===== config.mk =====
export PLATFORM = sky130hd
export DESIGN_NAME = validador_codigo
export DESIGN_NICKNAME = d
export VERILOG_FILES = /design/src/rtl/validador_codigo_pkg.sv /design/src/rtl/validador_codigo_contador.sv /design/src/rtl/validador_codigo.sv
export SDC_FILE = /design/constraint.sdc
export NUM_CORES = 1
export LEC_CHECK = 0
export CAP_MARGIN = 15
export CELL_PAD_IN_SITES_DETAIL_PLACEMENT = 1
export CELL_PAD_IN_SITES_GLOBAL_PLACEMENT = 2
export CORE_ASPECT_RATIO = 1.75
export CORE_MARGIN = 4
export CORE_UTILIZATION = 31
export CTS_CLUSTER_DIAMETER = 60
export DETAILED_ROUTE_END_ITERATION = 6
export PLACE_DENSITY_LB_ADDON = 0.1
export REMOVE_ABC_BUFFERS = 1
export SYNTH_ARGS = -nofsm -noshare
export SYNTH_HDL_FRONTEND = slang
export SYNTH_SLANG_ARGS = --single-unit

===== constraint.sdc =====
create_clock -name CLK -period 4.75 [get_ports CLK]
set_input_delay 0.7125 -clock CLK [delete_from_list [all_inputs] [get_ports CLK]]
set_output_delay 0.7125 -clock CLK [all_outputs]
set_load 0.05 [all_outputs]

===== src/rtl/validador_codigo_pkg.sv =====
// Shared coffee-machine definitions: access-validator state encoding and code format.
// The downstream controller imports the same package.
package pkg_cafe;

  localparam int CODIGO_W = 7;
  localparam logic [CODIGO_W-1:0] CODIGO_PADRAO = 7'b0010001;

  typedef enum logic [1:0] {
    DESLIGADO  = 2'd0,
    ESPERA     = 2'd1,
    AUTORIZADO = 2'd2,
    BLOQUEADO  = 2'd3
  } estado_t;

endpackage


===== src/rtl/validador_codigo_contador.sv =====
// Loadable down counter that stops at zero; load has priority over decrement.
module contador_descendente #(
  parameter int W = 4
) (
  input  logic         clk,
  input  logic         rst,
  input  logic         load,
  input  logic         en,
  input  logic [W-1:0] valor,
  output logic         zero
);

  logic [W-1:0] cnt;

  always_ff @(posedge clk) begin
    if (rst)                  cnt <= '0;
    else if (load)            cnt <= valor;
    else if (en && cnt != '0) cnt <= cnt - W'(1);
  end

  assign zero = (cnt == '0);

endmodule


===== src/rtl/validador_codigo.sv =====
// Access-code validator: grants sessions on the right code, counts failures,
// locks the keypad after too many, and expires idle sessions.
module validador_codigo
  import pkg_cafe::*;
#(
  parameter logic [CODIGO_W-1:0] CODIGO_OK       = CODIGO_PADRAO,
  parameter int                  MAX_TENTATIVAS  = 3,
  parameter int                  BLOQUEIO_CICLOS = 10,
  parameter int                  SESSAO_CICLOS   = 30
) (
  input  logic                CLK,
  input  logic                RST,
  input  logic                power,
  input  logic [CODIGO_W-1:0] codigo,
  input  logic                confirmar,
  input  logic                atividade,
  output logic                autorizado,
  output logic                bloqueado,
  output logic                erro,
  output logic [1:0]          tentativas,
  output logic [1:0]          estado_val
);

  localparam int SW = $clog2(SESSAO_CICLOS);
  localparam int BW = (BLOQUEIO_CICLOS > 1) ? $clog2(BLOQUEIO_CICLOS) : 1;
  localparam logic [1:0] MAX_T = 2'(MAX_TENTATIVAS);

  estado_t    st, nxt;
  logic       conf_q, entrada;
  logic       erro_n;
  logic [1:0] tent_n;
  logic       ses_load, ses_en, ses_zero;
  logic       blq_load, blq_en, blq_zero;

  assign entrada = confirmar & ~conf_q;

  always_comb begin
    nxt      = st;
    erro_n   = 1'b0;
    tent_n   = tentativas;
    ses_load = 1'b0;
    blq_load = 1'b0;
    case (st)
      DESLIGADO: if (power) nxt = ESPERA;
      ESPERA: begin
        // Power loss discards a simultaneous entry entirely.
        if (!power) nxt = DESLIGADO;
        else if (entrada) begin
          if (codigo == CODIGO_OK) begin
            nxt      = AUTORIZADO;
            tent_n   = 2'd0;
            ses_load = 1'b1;
          end else begin
            erro_n = 1'b1;
            if (tentativas < MAX_T) tent_n = tentativas + 2'd1;
            if (tent_n == MAX_T) begin
              nxt      = BLOQUEADO;
              blq_load = 1'b1;
            end
          end
        end
      end
      AUTORIZADO: begin
        if (!power)         nxt = DESLIGADO;
        else if (atividade) ses_load = 1'b1;
        else if (ses_zero)  nxt = ESPERA;
      end
      BLOQUEADO: begin
        // Lockout runs out regardless of power; power only picks the exit state.
        if (blq_zero) begin
          tent_n = 2'd0;
          nxt    = power ? ESPERA : DESLIGADO;
        end
      end
      default: nxt = DESLIGADO;
    endcase
  end

  assign ses_en = (st == AUTORIZADO);
  assign blq_en = (st == BLOQUEADO);

  contador_descendente #(.W(SW)) u_sessao (
    .clk  (CLK),
    .rst  (RST),
    .load (ses_load),
    .en   (ses_en),
    .valor(SW'(SESSAO_CICLOS - 1)),
    .zero (ses_zero)
  );

  contador_descendente #(.W(BW)) u_bloqueio (
    .clk  (CLK),
    .rst  (RST),
    .load (blq_load),
    .en   (blq_en),
    .valor(BW'(BLOQUEIO_CICLOS - 1)),
    .zero (blq_zero)
  );

  always_ff @(posedge CLK) begin
    if (RST) begin
      st         <= DESLIGADO;
      conf_q     <= 1'b0;
      erro       <= 1'b0;
      tentativas <= 2'd0;
      autorizado <= 1'b0;
      bloqueado  <= 1'b0;
      estado_val <= 2'd0;
    end else begin
      st         <= nxt;
      conf_q     <= confirmar;
      erro       <= erro_n;
      tentativas <= tent_n;
      autorizado <= (nxt == AUTORIZADO);
      bloqueado  <= (nxt == BLOQUEADO);
      estado_val <= nxt;
    end
  end

endmodule


Yosys cells after proc, flatten, opt, wreduce, memory -nomap -nowiden
Index checks and enable logic that the tools add are counted.
Word-level totals
  flip-flop bits (word level): 17
  output and inout port bits: 7
  word-level logic and storage cells: 80
Cells by class
  add/sub/neg operators: 3
  $lt $le $gt $ge: 1
  equal/unequal tests: 10
  muxes and demuxes: 37
  bitwise logic cells: 5
  reductions and logical operators: 14
Operators by type and width (count)
  2-bit two-way mux: 18
  1-bit two-way mux: 12
  2-bit == test, second input constant: 5
  5-bit two-way mux: 2
  4-bit two-way mux: 2
  2-bit one-hot mux with 4 select lines: 1
  7-bit by 5-bit == test with 1-bit output, second input constant: 1
  2-bit != test, second input constant: 3
  2-bit nonzero test: 3
  5-bit logical NOT: 1
  5-bit nonzero test: 1
  5-bit by 1-bit subtractor with 5-bit output, second input constant: 1
  4-bit logical NOT: 1
  1-bit NOT: 4
  2-bit one-hot mux with 2 select lines: 1
  4-bit AND reduction: 1
  4-bit nonzero test: 1
  2-bit OR reduction: 2
  4-bit OR reduction: 1
  4-bit by 1-bit subtractor with 4-bit output, second input constant: 1
  2-bit by 1-bit adder with 2-bit output, second input constant: 1
  2-bit by 1-bit == test with 1-bit output, second input constant: 1
  1-bit logical AND: 2
  2-bit logical NOT: 1
  other kinds (3): 3

Longest topological paths before layout
Gate-level depths: netlist (run 1).
  depth in word-level cells: 13
  gate-level depth with buffers: 7
  gate-level depth less buffers: 7

Cells and area by module
A second synthesis (run 1) with hierarchy kept.
Unflattened totals
  cells, all modules: 129
  area, all modules: 1111.1 sq um
By module, submodules not included
  validador_codigo: instances 1, cells an instance 63, area an instance 521.8 sq um
  contador_descendente (u_sessao): instances 1, cells an instance 37, area an instance 326.6 sq um
  contador_descendente (u_bloqueio): instances 1, cells an instance 29, area an instance 262.8 sq um

Least setup slack after synthesis (run 1)
OpenSTA, ideal clock, no wires.
  path type: reg2reg
  start point: register st[0]
  end point: register u_bloqueio.cnt[1]
  setup time: 0.132 ns
  arrival time: 1.786 ns
  data required time: 4.618 ns
  path slack: 2.832 ns
  stages on the path, launching flop included: 7
  buffers on the path: 0
  cell sequence: dfxtp_1 > ha_1 > and2_1 > nand2_1 > or3b_2 > nand2b_1 > a211oi_1
Between the ends
  word-level cells in the longest chain between the ends: 3
  elaborated cells on any way between the ends: 5
Ends and longest elaborated chain
  start, declared: RTL line validador_codigo.sv:28  | estado_t st, nxt;
  start signal, assigned: RTL line validador_codigo.sv:110  | st <= nxt;
  2-bit by 1-bit == test with 1-bit output: RTL line validador_codigo.sv:43  | case (st)
  1-bit two-way mux: RTL line validador_codigo.sv:43
  2-bit OR reduction (no source line)
  end signal, assigned: RTL line validador_codigo_contador.sv:17  | else if (load) cnt <= valor;
  end signal, assigned: RTL line validador_codigo_contador.sv:18  | else if (en && cnt != '0) cnt <= cnt - W'(1);
  end, declared: RTL line validador_codigo_contador.sv:13  | logic [W-1:0] cnt;
Several ways; a longest one is shown, not always the timed one.
A chain may end at the register's enable or synchronous reset.

Final worst setup path (run 1)
  start point: input port codigo[2]
  end point: register autorizado
Between the ends
  word-level cells in the longest chain between the ends: 6
Ends and longest elaborated chain
  start, declared: RTL line validador_codigo.sv:14  | input logic [CODIGO_W-1:0] codigo,
  7-bit by 5-bit == test with 1-bit output: RTL line validador_codigo.sv:49  | if (codigo == CODIGO_OK) begin
  2-bit two-way mux: RTL line validador_codigo.sv:49
  2-bit two-way mux: RTL line validador_codigo.sv:48  | else if (entrada) begin
  2-bit two-way mux: RTL line validador_codigo.sv:47  | if (!power) nxt = DESLIGADO;
  2-bit one-hot mux with 4 select lines: RTL line validador_codigo.sv:43
  2-bit == test: RTL line validador_codigo.sv:114  | autorizado <= (nxt == AUTORIZADO);
  end signal, assigned: RTL line validador_codigo.sv:114
  end, declared: RTL line validador_codigo.sv:17  | output logic autorizado,
Every way passes these cells.

==> results of run 1 <==
-- where the power goes --
group	internal (mW)	switching, mW	total, mW
sequential	0.144	0.00211	0.146
clock	0.0596	0.0497	0.109
combinational	0.0163	0.0170	0.0333
total	0.220	0.0688	0.289
-- worst max-delay path, delay by kind of cell --
kind	cells	cell delay [ns]
AOI/OAI and AO/OA	2	0.56
and+or+nand+nor	3	0.82
buffers and inverters	1	0.39
-- cells in the final DEF, fill, tap and decap left out, types with 2 or more instances in the layout --
| cell | count |
|---|---|
| clkdlybuf4s50_1 | 18 |
| dfxtp_1 | 17 |
| nor2b_1 | 4 |
| nor2_1 | 9 |
| clkbuf_8 | 3 |
| ha_1 | 7 |
| a21oi_1 | 10 |
| o21a_1 | 2 |
| xor2_1 | 4 |
| nor3_1 | 6 |
| nand2_1 | 10 |
| nand3_1 | 2 |
| a211oi_1 | 2 |
| xnor2_1 | 3 |
| inv_1 | 8 |
-- through the flow --
stage | util | cell area [µm²] | setup slack (ns) | cells
floorplan | - | 895 | 2.83 | 103
detailed placement | 0.403 | 1110 | 2.16 | 148
CTS | 0.419 | 1150 | 2.43 | 152
global placement | 0.403 | 1110 | 2.23 | 148
global route | 0.419 | 1150 | 2.28 | 152
finish | 0.419 | 1150 | 2.46 | 152
-- final timing paths --
| check | endpoint | startpoint | slack [ns] |
|---|---|---|---|
| setup / recovery | autorizado | codigo[2] | 2.46 |
| hold / removal | u_bloqueio.cnt[1] | u_bloqueio.cnt[1] | 0.51 |
| setup reg to reg | bloqueado | u_sessao.cnt[0] | 2.77 |
| hold reg to reg | u_bloqueio.cnt[1] | u_bloqueio.cnt[1] | 0.51 |
-- synthesized netlist by cell type (2+ instances only) --
master    instances
dfxtp_1          17
a21oi_1          10
o21a_1            2
xnor2_1           3
nand3_1           2
xor2_1            4
ha_1              7
a211oi_1          2
inv_1             8
nand2_1          10
nor3_1            6
nor2_1            9
nor2b_1           4
-- registers in the layout, summed over array words and instances (netlist names) --
name,flops
autorizado,1
bloqueado,1
conf_q,1
erro,1
st,2
tentativas,2
u_bloqueio.cnt,4
u_sessao.cnt,5
-- cell type report --
type                       instances  area [µm²]
fill                             334        1600
multi-input combinational         78         524
sequential                        17         340
timing repair buffer              18         180
clock buffer                       4        45.0
tap                               27        33.8
inverter                           8        30.0
-- kinds of logic (layout without fill, tap and decap cells) --
logic type / count (synthesis) / count (layout)
buf+inv: 10 / 30
fa+ha+maj: 7 / 7
compound gates: 23 / 23
flops: 17 / 17
simple gates: 40 / 40
xor+xnor: 7 / 7
mux: 1 / 1
-- per-layer routing --
layer  global-route usage  vias up  share of wire  wire [µm]
met4               0.0647        0          0.021         46
met2                0.245        9           0.59       1280
li1                     -      401              -          -
met3               0.0206        5          0.026         57
met5                    0        -              0          0
met1                0.125      377           0.37        798
==> impl_metrics.csv, run 1 <==
group,metric,value,unit
logic_synthesis,synth_edf_count,0,
power_and_ir_drop,p_total,0.289,mW
route,ant_nets,0,
logic_synthesis,synthSimpleGateAreaFrac,0.231,
timing,relSlewSlack,0.621,
worst_setup_path,critical_path_class,"input port to register",
route,drc,0,
route,viasPerCell,5.21,
floorplanning,placementRows,25,
global_route,grt_pass1_wl,3910,µm
logic_synthesis,syn_inst,105,
logic_synthesis,ys_warn_count,0,
timing,hold_ws,0.514,ns
route,drt-pass1-iter-count,2,
logic_synthesis,synth.avg_cell_area,8.60,µm²
worst_setup_path,worstPathRequired,4.95,ns
floorplanning,die_height,79.4,µm
clock_network,postCtsHoldBufs,0,
final_layout,layout.nets,145,
route,vias,792,
global_route,grtUsageTotal,0.127,
worst_setup_path,path_cells,"clkdlybuf4s50_1, nor4b_1, and3_1, a211oi_1, o32ai_1, nor2b_1",
timing,worst_pin_slew,0.566,ns
floorplanning,fp.dieArea,0.00388,mm²
worst_hold_path,hold_depth,2,
clock_network,cts_resized,0,
logic_synthesis,synth_xor_area_frac,0.0679,
placed_design,routabilityCongestion,0.669,
global_route,grt_pass1_vias,908,
power_and_ir_drop,p_leak,0.420,nW
route,wl,2190,µm
final_layout,n_antenna_cell,0,
status,status,"completed",
floorplanning,die_w,48.8,µm
worst_setup_path,worstSetupEndpointType,"register",
worst_setup_path,cp-start-kind,"input port",
timing,finalMaxSlewViolations,0,
worst_setup_path,critical_path_peak_fanout,7,
timing,setup_viol,0,
route,dr.first_iter.drc_count,8,
logic_synthesis,synth_top_flop_cell,"dfxtp_1",
logic_synthesis,synth_top_family_by_area,"simple AND/OR/NAND/NOR gates",
global_route,antenna_found_initial,0,
logic_synthesis,synth_area_leaders,"dfxtp_1 38%, ha_1 9.7%, a21oi_1 5.5%, nand2_1 4.2%, xor2_1 3.9%",
final_layout,area_growth,27.7,%
logic_synthesis,synth_compound_area_frac,0.173,
clock_network,root_buffer,"clkbuf_8",
power_and_ir_drop,peakVddDrop,0.121,mV
logic_synthesis,yosys.area.top_type_share,0.377,
flow_run,max_cap_viol_count,0,
worst_setup_path,r2r_cells,7,
logic_synthesis,synth_top_cell_by_area,"dfxtp_1",
clock_network,clkTransAtPathRegs,0.07,ns
route,routedWlPerCell,14.4,µm
clock_network,clk_latency,0.25,ns
clock_network,postCtsSetupRepairBufs,0,
placed_design,io_buffers,18,
final_layout,drive_above_1_share,0.0560,
timing,period_needed,2.29,ns
clock_network,cts_tree,"done",
logic_synthesis,ys_seq_area_frac,0.377,
floorplanning,core_area,0.00275,mm²
global_route,overflow,0,
logic_synthesis,synthAdderAreaFrac,0.0970,
clock_network,numCtsBuffers,3,
clock_network,clock-sinks,17,
clock_network,htreeDepth,1,
worst_setup_path,worstPathArrival,2.49,ns
global_route,grt_max_degree,16,
timing,finClkSkew,0.00298,ns
timing,hold_viol,0,
worst_hold_path,worstHoldPathType,"register to register",
floorplanning,initial_utilization,0.328,
power_and_ir_drop,power_density,251,mW/mm²
timing,tns,0,ns
logic_synthesis,ys_types,34,
timing,fmax,436,MHz
logic_synthesis,netlist_area,903,µm²
logic_synthesis,synth_async_sr_flop_share,0,
timing,rsz0062_at_grt,"no",
floorplanning,ioPinCount,19,
timing,fin_crit_sh,0.482,
logic_synthesis,ys_seq_elements,17,
logic_synthesis,synthMuxAreaShare,0.0111,
worst_setup_path,cpPeakStageDelay,0.43,ns
worst_setup_path,critPathSlowestCell,"o32ai_1",
clock_network,clock_path_buffers,2,
placed_design,dp_hpwl,1760,µm
Note: power is estimated with default switching activity, not from simulation.
==> run 2, diff against run 1 <==
CORE_UTILIZATION = 29   (was 31)
clock period = 2.4 ns   (was 4.75 ns; I/O delays follow)
==> run 2 against run 1 <==
Clock power grew 98%. Worst setup slack worse by 2.0 ns. Clock-buffer cell count stayed put. Power increased by 99%. Cell count is 12% higher. Non-clock buffer count rose by 3. Via count increased by 1.1%. First-iteration DRC count up 75%. Final area increased by 3.6%. Combinational power rose by 110%. Critical endpoint is now bloqueado.
==> impl_metrics.csv, run 2 (synthesis gave the netlist of run 1 again) <==
group,metric,value,unit
final_layout,final_common_cell,"clkdlybuf4s50_1",
worst_setup_path,critPathSlowestCell,"or4b_4",
placed_design,routabilityCongestion,0.694,
status,status,"completed",
final_layout,largest-register,"u_sessao.cnt",
clock_network,postCtsSetupRepairBufs,0,
route,routedWlPerCell,13.5,µm
global_route,grtUsageTotal,0.128,
timing,relSlewSlack,0.651,
route,ant_nets,0,
timing,worst_pin_slew,0.522,ns
worst_setup_path,critical_path_peak_fanout,3,
worst_setup_path,path_delay_family,"simple AND/OR/NAND/NOR gates",
power_and_ir_drop,peakVddDrop,0.309,mV
timing,finalMaxSlewViolations,0,
timing,finClkSkew,0.00289,ns
route,dr.first_iter.drc_count,14,
clock_network,numCtsBuffers,3,
worst_setup_path,cp-start-kind,"register",
route,viasPerCell,4.71,
floorplanning,die_w,50.2,µm
final_layout,largest_registers,"u_sessao.cnt x5, u_bloqueio.cnt x4",
worst_hold_path,worstHoldPathType,"register to register",
floorplanning,placementRows,26,
timing,hold_viol,0,
worst_setup_path,rrSetupSlack,0.42,ns
worst_setup_path,crit_start,"u_sessao.cnt[0]",
final_layout,drive_above_1_share,0.0781,
floorplanning,core_area,0.00296,mm²
worst_setup_path,crit_buf_inv,1,
timing,setup_viol,0,
final_layout,layout.nets,148,
floorplanning,ioPinCount,19,
global_route,overflow,0,
placed_design,dp.cells,166,
floorplanning,fp.dieArea,0.00411,mm²
placed_design,dp_hpwl,1940,µm
final_layout,largest_reg_flops,5,
floorplanning,die_height,81.8,µm
timing,rsz0062_at_grt,"no",
route,vias,801,
route,wl,2300,µm
final_layout,area_growth,32.3,%
worst_setup_path,worstPathRequired,2.53,ns
power_and_ir_drop,p_leak,0.435,nW
placed_design,io_buffers,18,
final_layout,n_antenna_cell,0,
clock_network,cts_resized,0,
floorplanning,initial_utilization,0.305,
route,drt-pass1-iter-count,4,
worst_setup_path,worstPathArrival,2.11,ns
clock_network,clock-sinks,17,
global_route,grt_pass1_vias,811,
clock_network,clock_path_buffers,2,
global_route,grt_max_degree,13,
worst_setup_path,critical_path_class,"register to register",
final_layout,instances_no_fill,170,
worst_hold_path,hold_start,"u_bloqueio.cnt[1]",
timing,tns,0,ns
timing,period_needed,1.98,ns
clock_network,clkTransAtPathRegs,0.06,ns
timing,fin_crit_sh,0.823,
power_and_ir_drop,power_density,482,mW/mm²
clock_network,htreeDepth,1,
route,drc,0,
global_route,grt_pass1_wl,3870,µm
worst_setup_path,cpPeakStageDelay,0.46,ns
clock_network,cts_tree,"done",
global_route,antenna_found_initial,0,
worst_setup_path,r2r-start,"u_sessao.cnt[0]",
clock_network,postCtsHoldBufs,0,
flow_run,max_cap_viol_count,0,
worst_setup_path,worstSetupEndpointType,"register",
timing,fmax,506,MHz
clock_network,clk_latency,0.26,ns
clock_network,root_buffer,"clkbuf_8",
final_layout,final_cell_mix,"18 x clkdlybuf4s50_1, 17 x dfxtp_1, 10 x nand2_1, 10 x a21oi_1, 9 x nor2_1",
worst_setup_path,path_cells,"inv_1, ha_1, or4b_4, or2_0, a311oi_1, o32a_2, nor2_1",
[run 2: per-layer routing]
| layer | track usage | up-vias | share of wire |
|---|---|---|---|
| met5 | 0 | - | 0 |
| met4 | 0.0803 | 0 | 0.034 |
| met3 | 0.0236 | 8 | 0.024 |
| met2 | 0.253 | 10 | 0.61 |
| met1 | 0.117 | 373 | 0.33 |
| li1 | - | 410 | - |
[run 2: through the flow]
stage	cell area (µm²)	hold WS [ns]	total power [mW]	setup slack, ns	util
global placement	1150	0.509	0.367	0.301	0.388
CTS	1190	0.519	0.587	0.396	0.404
floorplan	895	0.429	0.328	0.482	-
detailed placement	1150	0.508	0.368	0.301	0.388
global route	1190	0.549	0.604	0.261	0.404
finish	1190	0.515	0.576	0.425	0.404
[run 2: worst reg2reg max path, cell delays in order, from the launching register on]
cell and delay [ns]:
dfxtp_1 0.30, inv_1 0.10, ha_1 0.16, or4b_4 0.46, or2_0 0.26, a311oi_1 0.29, o32a_2 0.23, nor2_1 0.05
[run 2: final timing paths]
path	end	cells past startpoint
setup / recovery	bloqueado	7
hold / removal	u_bloqueio.cnt[1]	2
setup reg to reg	bloqueado	7
hold reg to reg	u_bloqueio.cnt[1]	2
[run 2: power breakdown]
| group | leakage, nW | internal (mW) | switching, mW |
|---|---|---|---|
| Sequential | 0.138 | 0.286 | 0.00406 |
| Clock | 0.0228 | 0.118 | 0.0975 |
| Combinational | 0.275 | 0.0349 | 0.0356 |
[run 2: layout make-up]
cell class | count | area (µm²)
Multi-Input combinational cell | 78 | 524
Timing Repair Buffer | 21 | 203
Clock buffer | 4 | 45.0
Tap cell | 42 | 52.6
Fill cell | 352 | 1770
Inverter | 8 | 30.0
Sequential cell | 17 | 340
